<file path="src/rtl/rv_clint_pkg.sv">
// Shared definitions for the rv_clint timer/interrupt unit: register offsets,
// ctrl bit positions, decoded register select and a byte-lane merge helper.
package rv_clint_pkg;

    localparam logic [8:0] OFS_MTIME    = 9'h000;
    localparam logic [8:0] OFS_MTIME_HI = 9'h004;
    localparam logic [8:0] OFS_CMP      = 9'h008;
    localparam logic [8:0] OFS_MSIP     = 9'h100;
    localparam logic [8:0] OFS_PRESC    = 9'h104;
    localparam logic [8:0] OFS_CTRL     = 9'h108;
    localparam logic [8:0] OFS_STAT     = 9'h10C;

    localparam int CTRL_RUN_BIT = 0;
    localparam int CTRL_IEN_LSB = 8;

    typedef enum logic [3:0] {
        REG_NONE,
        REG_MTIME_LO,
        REG_MTIME_HI,
        REG_CMP_LO,
        REG_CMP_HI,
        REG_MSIP,
        REG_PRESC,
        REG_CTRL,
        REG_STAT
    } clint_reg_t;

    function automatic logic [31:0] byte_merge(input logic [31:0] old_val,
                                               input logic [31:0] new_val,
                                               input logic [3:0]  we);
        logic [31:0] res;
        for (int i = 0; i < 4; i++) begin
            res[8*i +: 8] = we[i] ? new_val[8*i +: 8] : old_val[8*i +: 8];
        end
        return res;
    endfunction

endpackage

</file>
<file path="src/rtl/rv_clint_cmp.sv">
// One mtimecmp channel: lo/hi compare register with byte-lane writes and a
// registered unsigned mtime >= mtimecmp status.
module rv_clint_cmp
    import rv_clint_pkg::*;
#(
    parameter int TW = 64
) (
    input  logic          clk,
    input  logic          reset,
    input  logic [TW-1:0] i_mtime,
    input  logic [3:0]    i_we_lo,
    input  logic [3:0]    i_we_hi,
    input  logic [31:0]   i_wdata,
    output logic [31:0]   o_cmp_lo,
    output logic [31:0]   o_cmp_hi,
    output logic          o_hit
);

    logic [TW-1:0] r_cmp;
    logic          r_hit;
    logic [31:0]   w_hi_m;
    logic          w_unused_hi;

    // Hi word only holds TW-32 bits; anything above is dropped on write.
    assign w_hi_m      = byte_merge(32'(r_cmp[TW-1:32]), i_wdata, i_we_hi);
    assign w_unused_hi = ^w_hi_m;

    always_ff @(posedge clk) begin
        if (reset) begin
            r_cmp <= '1;
            r_hit <= 1'b0;
        end else begin
            if (|i_we_lo) r_cmp[31:0] <= byte_merge(r_cmp[31:0], i_wdata, i_we_lo);
            if (|i_we_hi) r_cmp[TW-1:32] <= w_hi_m[TW-33:0];
            r_hit <= (i_mtime >= r_cmp);
        end
    end

    assign o_cmp_lo = r_cmp[31:0];
    assign o_cmp_hi = 32'(r_cmp[TW-1:32]);
    assign o_hit    = r_hit;

endmodule

</file>
<file path="src/rtl/rv_clint.sv">
// Machine timer / software interrupt unit on the d_* bus (mtime, NCMP compares, msip).
// Optional RV_CLINT_SNAPSHOT_EN: mtime lo read latches hi for an atomic lo-then-hi read.
module rv_clint
    import rv_clint_pkg::*;
#(
    parameter int          NCMP = 1,
    parameter int          TW   = 64,
    parameter int          PSW  = 8,
    parameter logic [31:0] BASE = 32'hffff8000
) (
    input  logic            clk,
    input  logic            reset,
    input  logic [31:0]     d_adr,
    input  logic [31:0]     d_dw,
    input  logic [3:0]      d_we,
    input  logic            d_re,
    output logic [31:0]     d_dr,
    output logic            mtip,
    output logic            msip,
    output logic [NCMP-1:0] cmp_hit
);

    localparam int HW = TW - 32;

    logic [TW-1:0]  r_mtime;
    logic [PSW-1:0] r_pc;
    logic [PSW-1:0] r_presc;
    logic           r_run;
    logic [NCMP-1:0] r_ien;
    logic           r_msip;
    logic           r_mtip;
    logic [31:0]    r_dr;

    logic           w_win;
    logic [8:0]     w_wofs;
    logic [8:0]     w_cmp_rel;
    logic [2:0]     w_ch;
    clint_reg_t     w_reg;
    logic           w_wr;
    logic           w_tick;
    logic [3:0]     w_mt_lo_we;
    logic [3:0]     w_mt_hi_we;
    logic [31:0]    w_mt_hi_m;
    logic [31:0]    w_presc_m;
    logic [HW-1:0]  w_hi_rd;
    logic [31:0]    w_rdata;
    logic [NCMP-1:0] w_hit;
    logic [31:0]    w_cmp_lo [NCMP];
    logic [31:0]    w_cmp_hi [NCMP];
    logic           w_unused;

    assign w_win     = (d_adr[31:9] == BASE[31:9]);
    assign w_wofs    = {d_adr[8:2], 2'b00};
    assign w_cmp_rel = w_wofs - OFS_CMP;
    assign w_ch      = w_cmp_rel[5:3];
    assign w_wr      = |d_we;
    assign w_unused  = ^{d_adr[1:0], w_cmp_rel, w_mt_hi_m, w_presc_m};

    always_comb begin
        w_reg = REG_NONE;
        if (w_win) begin
            if (w_wofs == OFS_MTIME)                      w_reg = REG_MTIME_LO;
            else if (w_wofs == OFS_MTIME_HI)              w_reg = REG_MTIME_HI;
            else if (w_wofs >= OFS_CMP && w_wofs < OFS_CMP + 9'(8*NCMP))
                w_reg = w_wofs[2] ? REG_CMP_HI : REG_CMP_LO;
            else if (w_wofs == OFS_MSIP)                  w_reg = REG_MSIP;
            else if (w_wofs == OFS_PRESC)                 w_reg = REG_PRESC;
            else if (w_wofs == OFS_CTRL)                  w_reg = REG_CTRL;
            else if (w_wofs == OFS_STAT)                  w_reg = REG_STAT;
        end
    end

    assign w_mt_lo_we = (w_reg == REG_MTIME_LO) ? d_we : 4'h0;
    assign w_mt_hi_we = (w_reg == REG_MTIME_HI) ? d_we : 4'h0;
    assign w_mt_hi_m  = byte_merge(32'(r_mtime[TW-1:32]), d_dw, w_mt_hi_we);
    assign w_presc_m  = byte_merge(32'(r_presc), d_dw, d_we);
    assign w_tick     = r_run && (r_pc == r_presc);

    always_ff @(posedge clk) begin
        if (reset) begin
            r_pc <= '0;
        end else if (w_wr && (w_reg == REG_PRESC || w_reg == REG_CTRL)) begin
            r_pc <= '0;
        end else if (w_tick) begin
            r_pc <= '0;
        end else if (r_run) begin
            r_pc <= r_pc + PSW'(1);
        end
    end

    // A software write to either half suppresses the increment for that cycle.
    always_ff @(posedge clk) begin
        if (reset) begin
            r_mtime <= '0;
        end else if (|w_mt_lo_we) begin
            r_mtime[31:0] <= byte_merge(r_mtime[31:0], d_dw, w_mt_lo_we);
        end else if (|w_mt_hi_we) begin
            r_mtime[TW-1:32] <= w_mt_hi_m[HW-1:0];
        end else if (w_tick) begin
            r_mtime <= r_mtime + TW'(1);
        end
    end

    always_ff @(posedge clk) begin
        if (reset) begin
            r_presc <= '0;
            r_run   <= 1'b1;
            r_ien   <= '0;
            r_msip  <= 1'b0;
        end else begin
            if (w_wr && w_reg == REG_PRESC) r_presc <= w_presc_m[PSW-1:0];
            if (w_reg == REG_CTRL && d_we[0]) r_run <= d_dw[CTRL_RUN_BIT];
            if (w_reg == REG_CTRL && d_we[1]) r_ien <= d_dw[CTRL_IEN_LSB +: NCMP];
            if (w_reg == REG_MSIP && d_we[0]) r_msip <= d_dw[0];
        end
    end

    for (genvar k = 0; k < NCMP; k++) begin : g_cmp
        logic [3:0] w_we_lo;
        logic [3:0] w_we_hi;
        assign w_we_lo = (w_reg == REG_CMP_LO && w_ch == 3'(k)) ? d_we : 4'h0;
        assign w_we_hi = (w_reg == REG_CMP_HI && w_ch == 3'(k)) ? d_we : 4'h0;

        rv_clint_cmp #(.TW(TW)) u_cmp (
            .clk      (clk),
            .reset    (reset),
            .i_mtime  (r_mtime),
            .i_we_lo  (w_we_lo),
            .i_we_hi  (w_we_hi),
            .i_wdata  (d_dw),
            .o_cmp_lo (w_cmp_lo[k]),
            .o_cmp_hi (w_cmp_hi[k]),
            .o_hit    (w_hit[k])
        );
    end

`ifdef RV_CLINT_SNAPSHOT_EN
    logic [HW-1:0] r_shadow;
    logic          r_shadow_vld;

    always_ff @(posedge clk) begin
        if (reset) begin
            r_shadow     <= '0;
            r_shadow_vld <= 1'b0;
        end else if ((|w_mt_lo_we) || (|w_mt_hi_we)) begin
            r_shadow_vld <= 1'b0;
        end else if (d_re && w_reg == REG_MTIME_LO) begin
            r_shadow     <= r_mtime[TW-1:32];
            r_shadow_vld <= 1'b1;
        end else if (d_re && w_reg == REG_MTIME_HI) begin
            r_shadow_vld <= 1'b0;
        end
    end

    assign w_hi_rd = r_shadow_vld ? r_shadow : r_mtime[TW-1:32];
`else
    assign w_hi_rd = r_mtime[TW-1:32];
`endif

    always_comb begin
        w_rdata = '0;
        case (w_reg)
            REG_MTIME_LO: w_rdata = r_mtime[31:0];
            REG_MTIME_HI: w_rdata = 32'(w_hi_rd);
            REG_CMP_LO, REG_CMP_HI: begin
                for (int k = 0; k < NCMP; k++) begin
                    if (w_ch == 3'(k)) w_rdata = (w_reg == REG_CMP_LO) ? w_cmp_lo[k] : w_cmp_hi[k];
                end
            end
            REG_MSIP:  w_rdata = {31'h0, r_msip};
            REG_PRESC: w_rdata = 32'(r_presc);
            REG_CTRL: begin
                w_rdata[CTRL_IEN_LSB +: NCMP] = r_ien;
                w_rdata[CTRL_RUN_BIT]         = r_run;
            end
            REG_STAT:  w_rdata = 32'(w_hit);
            default:   w_rdata = '0;
        endcase
    end

    // Read data is forced to 0 when idle so the bus can be OR-merged with RAM.
    always_ff @(posedge clk) begin
        if (reset) begin
            r_dr   <= '0;
            r_mtip <= 1'b0;
        end else begin
            r_dr   <= d_re ? w_rdata : 32'h0;
            r_mtip <= |(w_hit & r_ien);
        end
    end

    assign d_dr    = r_dr;
    assign mtip    = r_mtip;
    assign msip    = r_msip;
    assign cmp_hit = w_hit;

endmodule

</file>
<file path="config.mk">
export PLATFORM = sky130hd
export DESIGN_NAME = rv_clint
export DESIGN_NICKNAME = d
export VERILOG_FILES = /design/src/rtl/rv_clint_pkg.sv /design/src/rtl/rv_clint_cmp.sv /design/src/rtl/rv_clint.sv
export SDC_FILE = /design/constraint.sdc
export NUM_CORES = 1
export LEC_CHECK = 0
export ABC_AREA = 1
export CAP_MARGIN = 10
export CORE_MARGIN = 2
export CORE_UTILIZATION = 55
export CTS_CLUSTER_DIAMETER = 60
export DETAILED_ROUTE_END_ITERATION = 12
export PLACE_DENSITY_LB_ADDON = 0.25
export SKIP_CTS_REPAIR_TIMING = 1
export SLEW_MARGIN = 15
export SYNTH_ARGS = -nofsm -noshare
export SYNTH_HDL_FRONTEND = slang
export SYNTH_SLANG_ARGS = --single-unit
</file>
<file path="constraint.sdc">
create_clock -name clk -period 2.55 [get_ports clk]
set_clock_uncertainty 0.05 [all_clocks]
set_input_delay 0.51 -clock clk [delete_from_list [all_inputs] [get_ports clk]]
set_output_delay 0.51 -clock clk [all_outputs]
set_load 0.01 [all_outputs]
</file>
==> qor.yml <==
run_status: "complete, no violations"
worst_ep_required_time_ns: 2.87
cp_slowest_cell: "clkdlybuf4s50_1"
syn-cell-area_um2: 12200
synth_top_area_share_pct: 29.8
synth.avg_cell_area_um2: 6.40
viasPerCell: 5.88
cts_tree: "built"
grtUsageTotal_pct: 38.7
r2r-end: "r_mtime[50]"
dr.pass1.iters: 9
num_vias: 14200
synth-seq-area-share_pct: 29.8
ir_worst_vdd_mv: 0.357
period_needed_ns: 2.50
cts.sinks: 181
p_leak_nw: 7.67
r2r_start: "r_mtime[27]"
avgRoutedWirePerCell_um: 19.7
grt_setup_unrepaired: "true"
yosysWarnings: 0
fmax_mhz: 400
fin_nets: 2261
synth.distinct_cells: 46
crit_path_max_fanout: 6
initial_core_util_pct: 55.9
hp-class: "flip-flop to flip-flop"
place_congestion: 1.06
final_cell_mix: "462 x nand2_1, 242 x inv_1, 230 x nor2_1"
post-place-ws_ns: -0.454
slew_headroom_pct: 23.5
drcViolationCount: 0
yosys.area.top_type: "dfxtp_1"
die-width_um: 153
h-tree-depth: 4
n_antenna_cell: 0
drive_above_1_share_pct: 13.0
cts_root_buffer: "clkbuf_16"
critPathArrivalTime_ns: 2.82
post-dp-hpwl_um: 35600
path_cells: "clkdlybuf4s50_1 > nand3_1 > nor2_2 > nand3_4 > nor3_4 > nand4_4 > buf_4 > nand4_4 > buf_6 > buf_4 > nand3_1 > a21oi_1"
synth_flop_cell: "dfxtp_1"
crit_cells: 12
setup_violations: 0
cts_buffers: 17
grt_antenna_before_repair: 0
r2r_cells: 13
drt_first_iter_violations: 1839
clockBufferDepth: 2
place_inst: 2371
critPathBufInv: 4
r2r_slack_ns: 0.14
tightest_slew_ns: 1.13
ys_ff_latch: 181
slowest_delay_ns: 0.49
clk_latency_ns: 0.45
crit_end: "r_mtime[8]"
grt_pass1_wl_um: 71200
row_count: 54
hold_viol_final: 0
ys_top_cells_by_area: "dfxtp_1 30%, nand2_1 15%, inv_1 7.6%, nor2_1 7.4%, ha_1 6.8%"
overflow: 0
synth-async-reset-ratio_pct: 0
die_h_um: 153
synth_nets: 2038
powerDensity_nw_per_um2: 375
finalCritPeriodShare_pct: 97.9
grt_start_max_net_pins: 59
fp.coreArea_um2: 21800
die_area_um2: 23300
pin_count: 106
wl_um: 47700
grt_pass1_vias: 13100
finalWorstSetupSlack_ns: 0.0527
end_kind: "flip-flop"
cts.clk_slew.worst_paths_ns: 0.08
portBuffers: 103
maxCapViolCount: 0
worstSetupPathType: "primary input to flip-flop"
syn_to_final_growth_pct: 28.6
finalNonFillerCells: 2417
synth_edf_count: 0
critical-path-top-delay-family: "simple AND/OR/NAND/NOR gates"
drv_slew: 0
antenna_left: 0
final_common_cell: "nand2_1"
start_kind: "primary input"
critPathLaunch: "d_adr[30]"
synthCells: 1901
## sequential cells by signal (all words and copies together), names as in the netlist
signal	count
d_dr	32
g_cmp.u_cmp.o_hit	1
g_cmp.u_cmp.r_cmp	64
msip	1
mtip	1
r_ien	1
r_mtime	64
r_pc	8
r_presc	8
r_run	1
## per-layer routing
| layer | wire length (µm) | track usage (%) | part of all wire, % | vias to the layer above |
|---|---|---|---|---|
| li1 | - | - | - | 6684 |
| met1 | 19700 | 53.7 | 41 | 6531 |
| met5 | 0 | 0 | 0 | - |
| met2 | 20900 | 60.9 | 44 | 828 |
| met3 | 4810 | 5.75 | 10 | 165 |
| met4 | 2290 | 15.3 | 4.8 | 0 |
## per-stage QoR
stage / hold slack [ns] / cell area [µm²] / util (%) / total power [mW] / TNS [ns]
CTS: 0.390 / 15200 / 69.7 / 5.86 / -0.118
global placement: 0.370 / 14600 / 66.9 / 3.22 / -50.28
floorplan: 0.360 / 12200 / - / 3.02 / 0
detailed placement: 0.379 / 14600 / 66.9 / 3.23 / -61.62
global route: 0.436 / 15700 / 72.0 / 5.99 / -0.468
finish: 0.399 / 15700 / 72.0 / 5.87 / 0
## worst min-delay path: stages (launching register included)
cell,delay [ns]
dfxtp_1,0.32
nand2_1,0.06
nor2_1,0.04
## worst min path at each step
stage	startpoint	cells after the start	to
finish	r_ien	2	mtip
global route	r_ien	2	mtip
CTS	r_ien	2	mtip
detailed placement	r_ien	2	mtip
global placement	r_ien	2	mtip
floorplan	r_ien	2	mtip
## synth_stat cells (3+ instances only)
library cell / instances
buf_2: 19
inv_2: 7
nand2_2: 9
o221ai_1: 7
nor2_2: 5
a21oi_1: 107
o211ai_1: 73
inv_1: 248
nand2_1: 475
nor2_1: 241
ha_1: 66
o22ai_1: 24
nand3_1: 101
nor3_1: 34
clkbuf_1: 35
nor2_4: 4
buf_1: 4
and2_1: 3
o21ai_0: 117
nand3b_1: 9
buf_4: 5
xor2_1: 49
nor3b_1: 5
dfxtp_1: 181
xnor2_1: 6
nor4_1: 7
nand4_1: 37
## logic make-up after synthesis
kind of cell    count (synthesis)  share of synthesized area [%]
xor+xnor                       55                           3.96
simple gates                  939                           32.8
compound gates                339                           16.3
buf+inv                       321                           10.4
fa+ha+maj                      66                           6.78
flops                         181                           29.8
## layout make-up
type | instances | area [µm²]
Fill cell | 1843 | 6100
Multi-Input combinational cell | 1400 | 7540
Clock inverter | 15 | 164
Tap cell | 280 | 350
Timing Repair Buffer | 268 | 2570
Clock buffer | 17 | 425
Inverter | 256 | 983
Sequential cell | 181 | 3620
## where the power goes
part | switching (mW) | leakage [nW] | internal [mW]
registers | 0.00480 | 1.46 | 2.83
logic | 0.194 | 5.92 | 0.150
clock network | 1.38 | 0.289 | 1.32
total | 1.58 | 7.67 | 4.29
(Power assumes the default switching activity.)
==> variant (same settings) <==
Put one more register stage on the output `d_dr`, without a reset. The value now appears one clock later. The other outputs are not delayed to match.
--- a/src/rtl/rv_clint.sv
+++ b/src/rtl/rv_clint.sv
@@ -189,7 +189,9 @@
         end
     end
 
-    assign d_dr    = r_dr;
+    always_ff @(posedge clk) begin
+        d_dr <= r_dr;
+    end
     assign mtip    = r_mtip;
     assign msip    = r_msip;
     assign cmp_hit = w_hit;
Check against the original RTL: not equivalent (a bounded check fails within 4 cycles, from zero or initial values and one cycle with reset high).
==> variant against the unedited design <==
- die area up 8.8%
- total power up 31%
- synthesized cell count up 6.9%
- first-iteration DRC count down 7.3%
- global-route usage down 2.4 points
- combinational power up 2%
- routed wire length up 0.89%
- maximum frequency down 1.5%
- sequential power up 18%
- area after synthesis up 9.0%
- sequential cell count up 32
- design area up 8.0%
- worst setup slack worse by 0.037 ns
- critical path depth up 5
- largest power group is now clock
==> variant: results (changes against the unedited design) <==
| Metric | Value |
|---|---|
| Status | finished, final reports clean |
| GRT met1 Usage | 49.15% (-4.5 points) |
| Vias | 14890 (+4.8%) |
| Syn Inst Count | 2033 (+6.9%) |
| Area contributors post-synth | dfxtp_1 32%, nand2_1 15%, nor2_1 8.1%, inv_1 7.6%, ha_1 6.2% |
| H-tree levels | 1 (-3) |
| Int Power | 5.960 mW (+39%) |
| Pleak | 8.318 nW (+8.4%) |
| Setup WS pre-CTS | -0.5140 ns (-0.06038 ns) |
| GPL Wtd Cong | 1.098 (+3.3%) |
| Cell variety after synth | 48 (+4.3%) |
| Placed cell area | 0.01567 sq mm (+7.6%) |
| Max Buffers Root-to-Sink | 3 (+1) |
| Vias in the first global route | 13970 (+6.3%) |
| Clock Latency Late Sink | 0.54 ns (+0.09 ns) |
| Metal-1 WL | 19.50 mm (-0.75%) |
| CP arrival | 2.96 ns (+0.14 ns) |
| Max_slew headroom | 51.64% (+28 points) |
| Initial antenna violation count | 2 (+2) |
| Met3 GRT Util | 7.111% (+1.4 points) |
| Synth Net Count | 2170 (+6.5%) |
| Fin nets | 2370 (+4.8%) |
| Detail Placement HPWL | 36.66 mm (+3.0%) |
| TritonCTS Buffers | 26 (+9) |
| Met3 WL | 5.421 mm (+13%) |
| Layout cells sized above 1 | 11.76% (-1.2 points) |
[variant: cell count changes in the layout (fill, tap and decap cells not counted), sizes merged, moves of 6 or more]
cell,unedited run,this run
nand3,102,94
o211ai,74,68
inv,259,275
a21oi,108,81
dfxtp,181,213
clkdlybuf4s50,88,100
o311ai,2,12
nand2,485,531
dlymetal6s2s,15,3
clkbuf,20,34
a211oi,0,10
buf,162,138
nor2,250,295
[variant: layout make-up]
class / count / share of cell area [%]
clock buffer: 34 / 4.388
inverter: 274 / 6.090
tap: 319 / 2.361
timing repair buffer: 241 / 14.13
multi-input combinational: 1477 / 46.61
clock inverter: 14 / 1.206
sequential: 213 / 25.22
[variant: final timing paths]
kind,start,to,slack [ns],cells past startpoint
hold reg to reg,r_dr[20]$_SDFF_PP0_,d_dr[20]$_DFF_P_,0.27,0
hold / removal,r_dr[20]$_SDFF_PP0_,d_dr[20]$_DFF_P_,0.27,0
setup / recovery,d_adr[17],r_mtime[30]$_SDFFE_PP0P_,0.02,17
setup reg to reg,r_mtime[33]$_SDFFE_PP0P_,g_cmp[0].u_cmp.o_hit$_SDFF_PP0_,0.07,11
[variant: cell families after synthesis]
group                    count (synthesis)  synth area share [%]
AND/OR/NAND/NOR                       1014                 31.93
adder cells (fa/ha/maj)                 66                 6.225
flip-flops                             213                 32.14
XOR/XNOR                                57                 3.763
AO/OA/AOI/OAI                          339                 15.68
buffers and inverters                  344                 10.25
[variant: power groups by stage]
| stage | Sequential [mW] | Combinational (mW) | Clock (mW) |
|---|---|---|---|
| floorplan | 3.41 | 0.132 | 0 |
| finish | 3.34 | 0.352 | 4.02 |
| CTS | 3.34 | 0.339 | 4.03 |
| global route | 3.34 | 0.379 | 4.15 |
| global placement | 3.41 | 0.333 | 0 |
| detailed placement | 3.41 | 0.337 | 0 |
